==> src/rtl/arb_pkg.sv <==
// Shared helpers for the matrix priority controller.
//   - arb_reset_bit : one element of the reset priority matrix
//                     (index 0 highest priority)
//   - arb_popcount  : number of set bits in a requester vector
//   - arb_is_onehot : exactly one bit set
// Requester vectors are zero-extended to ARB_MAX_W bits before they are
// passed to the vector helpers.
package arb_pkg;

    localparam int ARB_MAX_W = 32;

    typedef logic [ARB_MAX_W-1:0] arb_vec_t;

    // Matrix update selected for the current cycle.
    typedef enum logic [1:0] {
        UPD_NONE = 2'd0,
        UPD_LRU  = 2'd1,
        UPD_ERR  = 2'd2,
        UPD_INIT = 2'd3
    } arb_upd_e;

    // Reset matrix element m[row][col]: a requester yields to every lower index.
    function automatic logic arb_reset_bit(input int row, input int col);
        return (col < row);
    endfunction

    function automatic logic [5:0] arb_popcount(input arb_vec_t v);
        logic [5:0] cnt;
        cnt = 6'd0;
        for (int k = 0; k < ARB_MAX_W; k++) begin
            cnt = cnt + {5'd0, v[k]};
        end
        return cnt;
    endfunction

    function automatic logic arb_is_onehot(input arb_vec_t v);
        return (arb_popcount(v) == 6'd1);
    endfunction

endpackage

==> src/rtl/arb_age_cnt.sv <==
// Per-requester starvation age counter.
// Counts cycles in which the requester is valid but not granted, saturating
// at LIMIT so that hit_o stays asserted until the requester is served or
// withdraws its request.
// Ports:
//   clk_i  clock
//   rst_i  synchronous active-high reset
//   vld_i  requester valid
//   rdy_i  requester granted
//   hit_o  counter has reached LIMIT
module arb_age_cnt #(
    parameter int AGE_W = 4,
    parameter int LIMIT = 15
) (
    input  logic clk_i,
    input  logic rst_i,
    input  logic vld_i,
    input  logic rdy_i,
    output logic hit_o
);

    localparam logic [AGE_W-1:0] LIMIT_C = AGE_W'(LIMIT);

    logic [AGE_W-1:0] cnt_q;
    logic [AGE_W-1:0] cnt_d;

    // Next age: grow while waiting, hold at the limit, clear otherwise.
    always_comb begin
        cnt_d = '0;
        if (vld_i && !rdy_i) begin
            if (cnt_q == LIMIT_C) begin
                cnt_d = cnt_q;
            end else begin
                cnt_d = cnt_q + AGE_W'(1);
            end
        end else begin
            cnt_d = '0;
        end
    end

    // Age register.
    always_ff @(posedge clk_i) begin
        if (rst_i) begin
            cnt_q <= '0;
        end else begin
            cnt_q <= cnt_d;
        end
    end

    assign hit_o = (cnt_q == LIMIT_C);

endmodule

==> src/rtl/arb_matrix_pri_ctrl.sv <==
// Matrix (LRU) priority controller for a downstream arbiter.
// Row i bit j of the matrix set means requester i yields to requester j.
// A completed packet (one-hot handshake on its last beat) moves the granted
// requester to lowest priority. Multi-hot handshakes are flagged on grant_err.
// Optional feature macro: ARB_MATRIX_AGE_EN -- per-requester starvation
// counters force a starving requester to top priority on the output only.
// Ports:
//   clk        clock (rising edge)
//   rst        synchronous active-high reset
//   v_vld_s    request vector
//   v_rdy_s    grant vector from the downstream arbiter
//   v_last_s   per-requester last-beat flag
//   pri_init   soft re-initialisation of the matrix
//   vv_matrix  priority matrix [row][col]
//   grant_err  one-cycle pulse after a multi-hot handshake
//   age_hit    requester currently forced to top priority (zero if none)
module arb_matrix_pri_ctrl
    import arb_pkg::*;
#(
    parameter int WIDTH     = 4,
    parameter int AGE_W     = 4,
    parameter int AGE_LIMIT = 15
) (
    input  logic                         clk,
    input  logic                         rst,
    input  logic [WIDTH-1:0]             v_vld_s,
    input  logic [WIDTH-1:0]             v_rdy_s,
    input  logic [WIDTH-1:0]             v_last_s,
    input  logic                         pri_init,
    output logic [WIDTH-1:0][WIDTH-1:0]  vv_matrix,
    output logic                         grant_err,
    output logic [WIDTH-1:0]             age_hit
);

    if ((WIDTH < 2) || (WIDTH > ARB_MAX_W) || (AGE_W < 1) ||
        (AGE_LIMIT >= (1 << AGE_W))) begin : g_illegal_cfg
        $error("arb_matrix_pri_ctrl: illegal parameter combination");
    end

    logic [WIDTH-1:0][WIDTH-1:0] mat_q;
    logic [WIDTH-1:0][WIDTH-1:0] mat_d;
    logic [WIDTH-1:0][WIDTH-1:0] rst_mat_s;
    logic                        grant_err_q;
    logic                        grant_err_d;
    logic [WIDTH-1:0]            hs_s;
    arb_vec_t                    hs_ext_s;
    logic [5:0]                  hs_cnt_s;
    logic                        hs_last_s;
    arb_upd_e                    upd_s;
    logic [WIDTH-1:0]            age_hit_s;

    // Constant reset matrix, shared by rst and pri_init.
    always_comb begin
        rst_mat_s = '0;
        for (int i = 0; i < WIDTH; i++) begin
            for (int j = 0; j < WIDTH; j++) begin
                rst_mat_s[i][j] = arb_reset_bit(i, j);
            end
        end
    end

    // Handshake decode and update selection; pri_init beats everything.
    always_comb begin
        hs_s               = v_vld_s & v_rdy_s;
        hs_ext_s           = '0;
        hs_ext_s[WIDTH-1:0] = hs_s;
        hs_cnt_s           = arb_popcount(hs_ext_s);
        // With a one-hot handshake this is exactly v_last_s of the winner.
        hs_last_s          = |(hs_s & v_last_s);
        grant_err_d        = (hs_cnt_s > 6'd1);
        upd_s              = UPD_NONE;
        if (pri_init) begin
            upd_s = UPD_INIT;
        end else if (arb_is_onehot(hs_ext_s) && hs_last_s) begin
            upd_s = UPD_LRU;
        end else if (grant_err_d) begin
            upd_s = UPD_ERR;
        end else begin
            upd_s = UPD_NONE;
        end
    end

    // Next matrix state.
    always_comb begin
        mat_d = mat_q;
        case (upd_s)
            UPD_INIT: mat_d = rst_mat_s;
            UPD_LRU: begin
                // Winner row yields to all others; winner column cleared so
                // every other requester now beats it.
                for (int i = 0; i < WIDTH; i++) begin
                    for (int j = 0; j < WIDTH; j++) begin
                        if (hs_s[i]) begin
                            mat_d[i][j] = (i != j);
                        end else begin
                            mat_d[i][j] = mat_q[i][j] & ~hs_s[j];
                        end
                    end
                end
            end
            UPD_ERR:  mat_d = mat_q;
            UPD_NONE: mat_d = mat_q;
            default:  mat_d = mat_q;
        endcase
    end

    // Matrix and error-pulse registers.
    always_ff @(posedge clk) begin
        if (rst) begin
            mat_q       <= rst_mat_s;
            grant_err_q <= 1'b0;
        end else begin
            mat_q       <= mat_d;
            grant_err_q <= grant_err_d;
        end
    end

    assign grant_err = grant_err_q;
    assign age_hit   = age_hit_s;

`ifdef ARB_MATRIX_AGE_EN
    logic [WIDTH-1:0] age_at_lim_s;

    for (genvar g = 0; g < WIDTH; g++) begin : g_age
        arb_age_cnt #(
            .AGE_W (AGE_W),
            .LIMIT (AGE_LIMIT)
        ) u_age_cnt (
            .clk_i (clk),
            .rst_i (rst),
            .vld_i (v_vld_s[g]),
            .rdy_i (v_rdy_s[g]),
            .hit_o (age_at_lim_s[g])
        );
    end

    // Lowest starving index only; two's-complement trick isolates it.
    always_comb begin
        age_hit_s = age_at_lim_s & (~age_at_lim_s + {{(WIDTH-1){1'b0}}, 1'b1});
    end

    // Output view: starving requester yields to nobody and beats everybody.
    always_comb begin
        vv_matrix = mat_q;
        for (int i = 0; i < WIDTH; i++) begin
            for (int j = 0; j < WIDTH; j++) begin
                if (i == j) begin
                    vv_matrix[i][j] = 1'b0;
                end else if (age_hit_s[i]) begin
                    vv_matrix[i][j] = 1'b0;
                end else if (age_hit_s[j]) begin
                    vv_matrix[i][j] = 1'b1;
                end else begin
                    vv_matrix[i][j] = mat_q[i][j];
                end
            end
        end
    end
`else
    // Feature disabled: no aging, stored matrix shown as is.
    always_comb begin
        age_hit_s = '0;
        vv_matrix = mat_q;
    end
`endif

endmodule

==> config.mk <==
export PLATFORM = sky130hd
export DESIGN_NAME = arb_matrix_pri_ctrl
export DESIGN_NICKNAME = d
export VERILOG_FILES = /design/src/rtl/arb_pkg.sv /design/src/rtl/arb_age_cnt.sv /design/src/rtl/arb_matrix_pri_ctrl.sv
export SDC_FILE = /design/constraint.sdc
export NUM_CORES = 1
export LEC_CHECK = 0
export CORE_UTILIZATION = 41
export DETAILED_ROUTE_END_ITERATION = 10
export PLACE_DENSITY_LB_ADDON = 0.08
export SLEW_MARGIN = 40
export SYNTH_ARGS = -nofsm -noshare
export SYNTH_HDL_FRONTEND = slang
export SYNTH_HIERARCHICAL = 1
export SYNTH_SLANG_ARGS = --single-unit
==> constraint.sdc <==
create_clock -name clk -period 8.35 [get_ports clk]
set_input_delay 2.0875 -clock clk [delete_from_list [all_inputs] [get_ports clk]]
set_output_delay 2.0875 -clock clk [all_outputs]
set_load 0.01 [all_outputs]
==> Implementation_results.wiki <==
{| class="wikitable"
! Metric !! Value
|-
| Total count of hold-check failures in the final report || 0
|-
| Area of the die || 1930 um^2
|-
| Fraction of layout cells with a size suffix above 1 || 0.0865
|-
| Sum Neg Setup Slack || 0 ps
|-
| Crit Path Category || primary input to register
|-
| Required arrival time at the worst endpoint || 8500 ps
|-
| Clock Sink Count || 17
|-
| Flip-flop and latch count after synthesis || 17
|-
| Vias after detailed routing || 621
|-
| Top area cells in the synthesized netlist || sky130_fd_sc_hd__dfxtp_1 (47%), sky130_fd_sc_hd__a211o_1 (7.3%), sky130_fd_sc_hd__nand2_1 (5.2%), sky130_fd_sc_hd__o22ai_1 (5.2%), sky130_fd_sc_hd__buf_4 (4.2%)
|-
| Initial core utilization || 0.457
|-
| DRC Markers || 0
|-
| Commonest cells after routing, fill and taps aside || sky130_fd_sc_hd__clkdlybuf4s50_1 (31), sky130_fd_sc_hd__dfxtp_1 (17), sky130_fd_sc_hd__nand2_1 (10), sky130_fd_sc_hd__o22ai_1 (6), sky130_fd_sc_hd__a211o_1 (6)
|-
| Number of endpoints failing setup at the final stage || 0
|-
| Most common cell after layout, fill and taps aside || sky130_fd_sc_hd__clkdlybuf4s50_1
|-
| DPL Wire Length || 1160 um
|-
| I/O Buffers || 31
|-
| Post-route cell area || 1050 um^2
|-
| Clock latency on the worst-skew pair || 280 ps
|-
| Met3 Usage GRT || 0.0375
|-
| Grt peak-use layer || met2
|-
| Overall Global Routing Usage || 0.181
|-
| Std cell rows || 14
|-
| TritonCTS clock tree || done
|-
| Clock Pin Slew Worst Setup and Hold Paths || 100 ps
|-
| Worst path setup slack after routing || 3680 ps
|-
| Global-route wire length before repair || 2540 um
|-
| Number of DRC markers in iteration 0 || 12
|-
| Highest ir drop seen on vdd || 79.1 uV
|-
| Post-CTS setup buffers || 0
|-
| Sequential fraction of the synthesis area || 0.472
|-
| # H-tree levels || 1
|-
| Unique cell type count in the Yosys netlist || 24
|-
| Cts hold-fix bufs || 0
|-
| Worst hold-check path type || register to register
|-
| Transition time at the pin with the least slew margin || 544 ps
|-
| Detailed-router iteration count before antenna repair || 6
|-
| Share of the clock period used by the worst path || 0.559
|-
| Reported leakage power || 0.388 nW
|-
| Met2 Use GR || 0.301
|-
| Placer congestion estimate || 0.696
|-
| Via count of the first global-routing pass || 619
|-
| Met1 track demand over resource || 0.220
|-
| Cell Area, Synth || 721 um^2
|-
| Data arrival at the endpoint of the critical path || 4820 ps
|-
| Cell taking the most area after synthesis || sky130_fd_sc_hd__dfxtp_1
|-
| PostCTS Resize Cnt || 0
|-
| Die boundary height || 43.9 um
|-
| Fin nets || 122
|-
| Residual overflow from global routing || 0
|-
| Warning count from the yosys run || 6
|-
| Clock buffer count from CTS || 3
|-
| Mean cell area of the mapped netlist || 10.0 um^2
|-
| Clock root buffer master || sky130_fd_sc_hd__clkbuf_4
|-
| Horiz. Die Dim || 43.9 um
|-
| Antenna violations before repair || 0
|-
| Largest driver fanout on the critical path || 7
|-
| Diode count || 0
|-
| Utilization of the core after routing || 0.667
|-
| Timing-limited maximum frequency || 214 MHz
|-
| Layout overhead on the synthesized area || 45.8%
|-
| Via-per-instance ratio || 5.18
|-
| Antenna-violating nets left || 0
|-
| Endpoint type of the worst setup path || register
|-
| Instance area at placement || 1020 um^2
|-
| Maxcap violations || 0
|-
| Total I/O pin count || 36
|-
| Outcome || finished clean
|-
| Worst setup skew after layout || 0 ps
|-
| Final wirelength || 1430 um
|-
| DR WL/cell || 11.9 um
|-
| Minimum setup slack after placement || 3370 ps
|-
| Critical Path Start Type || primary input
|-
| Power per cell area || 144 nW/um^2
|-
| RSZ-0062 raised after global routing || false
|-
| Maximum number of pins on one net before global-route repair || 14
|-
| Synth Instances || 72
|-
| Total count of max-transition violations in the final report || 0
|-
| Hold WS || 454 ps
|-
| Clock period minus worst slack || 4670 ps
|-
| Top cell type's share of synthesized area || 0.472
|-
| Max clock buf depth || 2
|-
| Worst max-slew margin expressed relative to the limit || 0.636
|-
| Core area || 1580 um^2
|}
## metal layers
metal / share of wire / up-vias
met3: 0.067 / 2
li1: - / 313
met5: 0 / -
met1: 0.44 / 270
met4: 0.014 / 0
met2: 0.48 / 36
## final timing paths
check | to | slack (ps) | start | cells past startpoint
max | vv_matrix[7] | 3680 | v_vld_s[1] | 10
min | vv_matrix[11] | 450 | vv_matrix[11] | 2
min reg2reg | vv_matrix[11] | 450 | vv_matrix[11] | 2
max reg2reg | vv_matrix[12] | 7670 | vv_matrix[12] | 1
## kinds of logic (layout without fill, tap and decap cells)
logic type | Yosys count | after routing | share of synthesized area
AO/OA/AOI/OAI | 15 | 15 | 0.181
XOR/XNOR | 2 | 2 | 0.0243
adder cells (fa/ha/maj) | 2 | 2 | 0.0347
buffers and inverters | 6 | 35 | 0.0538
flip-flops | 17 | 17 | 0.472
other | 1 | 4 | 0.00520
AND/OR/NAND/NOR | 29 | 29 | 0.229
## critical path: stages
cell and delay (ps):
sky130_fd_sc_hd__clkdlybuf4s50_1 510, sky130_fd_sc_hd__nand2_1 120, sky130_fd_sc_hd__xor2_1 190, sky130_fd_sc_hd__xnor2_1 130, sky130_fd_sc_hd__ha_1 200, sky130_fd_sc_hd__ha_1 290, sky130_fd_sc_hd__or3b_4 410, sky130_fd_sc_hd__a41oi_4 280
sky130_fd_sc_hd__nor2b_1 440, sky130_fd_sc_hd__o22ai_1 160
## area by class of cell
| type | instances | area (um^2) |
|---|---|---|
| fillers | 146 | 526 |
| multi-input cells | 52 | 353 |
| flip-flops and latches | 17 | 340 |
| repair buffers | 31 | 310 |
| clock buffers | 3 | 22.5 |
| well taps | 16 | 20.0 |
| clock inverters | 1 | 5.00 |
## power by group
| group | internal, W | leakage, nW | switching [W] |
|---|---|---|---|
| logic | 0.0000144 | 0.232 | 0.0000122 |
| clock network | 0.0000178 | 0.0177 | 0.0000238 |
| registers | 0.0000824 | 0.137 | 0.000000610 |
| total | 0.000115 | 0.388 | 0.0000367 |
## state kept, by name, summed over array words and instances (netlist names)
signal,count
grant_err,1
vv_matrix,16
## metrics by stage
stage	power (W)	std cells
floorplan	0.000101	75
global placement	0.000111	116
detailed placement	0.000111	116
CTS	0.000154	120
global route	0.000160	120
finish	0.000151	120
## cell usage after synthesis
| master | instances |
|---|---|
| sky130_fd_sc_hd__dfxtp_1 | 17 |
| sky130_fd_sc_hd__nand2_1 | 10 |
| sky130_fd_sc_hd__a211o_1 | 6 |
| sky130_fd_sc_hd__o22ai_1 | 6 |
| sky130_fd_sc_hd__buf_4 | 4 |
| sky130_fd_sc_hd__nand3_1 | 4 |
| sky130_fd_sc_hd__and3_1 | 3 |
| sky130_fd_sc_hd__nor2_1 | 3 |
| sky130_fd_sc_hd__and2_1 | 2 |
| sky130_fd_sc_hd__ha_1 | 2 |
| sky130_fd_sc_hd__nor2b_1 | 2 |
| sky130_fd_sc_hd__a21boi_0 | 1 |
| sky130_fd_sc_hd__a41oi_4 | 1 |
| sky130_fd_sc_hd__buf_2 | 1 |
| sky130_fd_sc_hd__clkbuf_1 | 1 |
| sky130_fd_sc_hd__conb_1 | 1 |
| sky130_fd_sc_hd__nand3_2 | 1 |
| sky130_fd_sc_hd__nand3_4 | 1 |
| sky130_fd_sc_hd__nor3b_1 | 1 |
| sky130_fd_sc_hd__o21ai_0 | 1 |
| sky130_fd_sc_hd__or2_2 | 1 |
| sky130_fd_sc_hd__or3b_4 | 1 |
| sky130_fd_sc_hd__xnor2_1 | 1 |
| sky130_fd_sc_hd__xor2_1 | 1 |
Power figures use the tool's default switching activity.
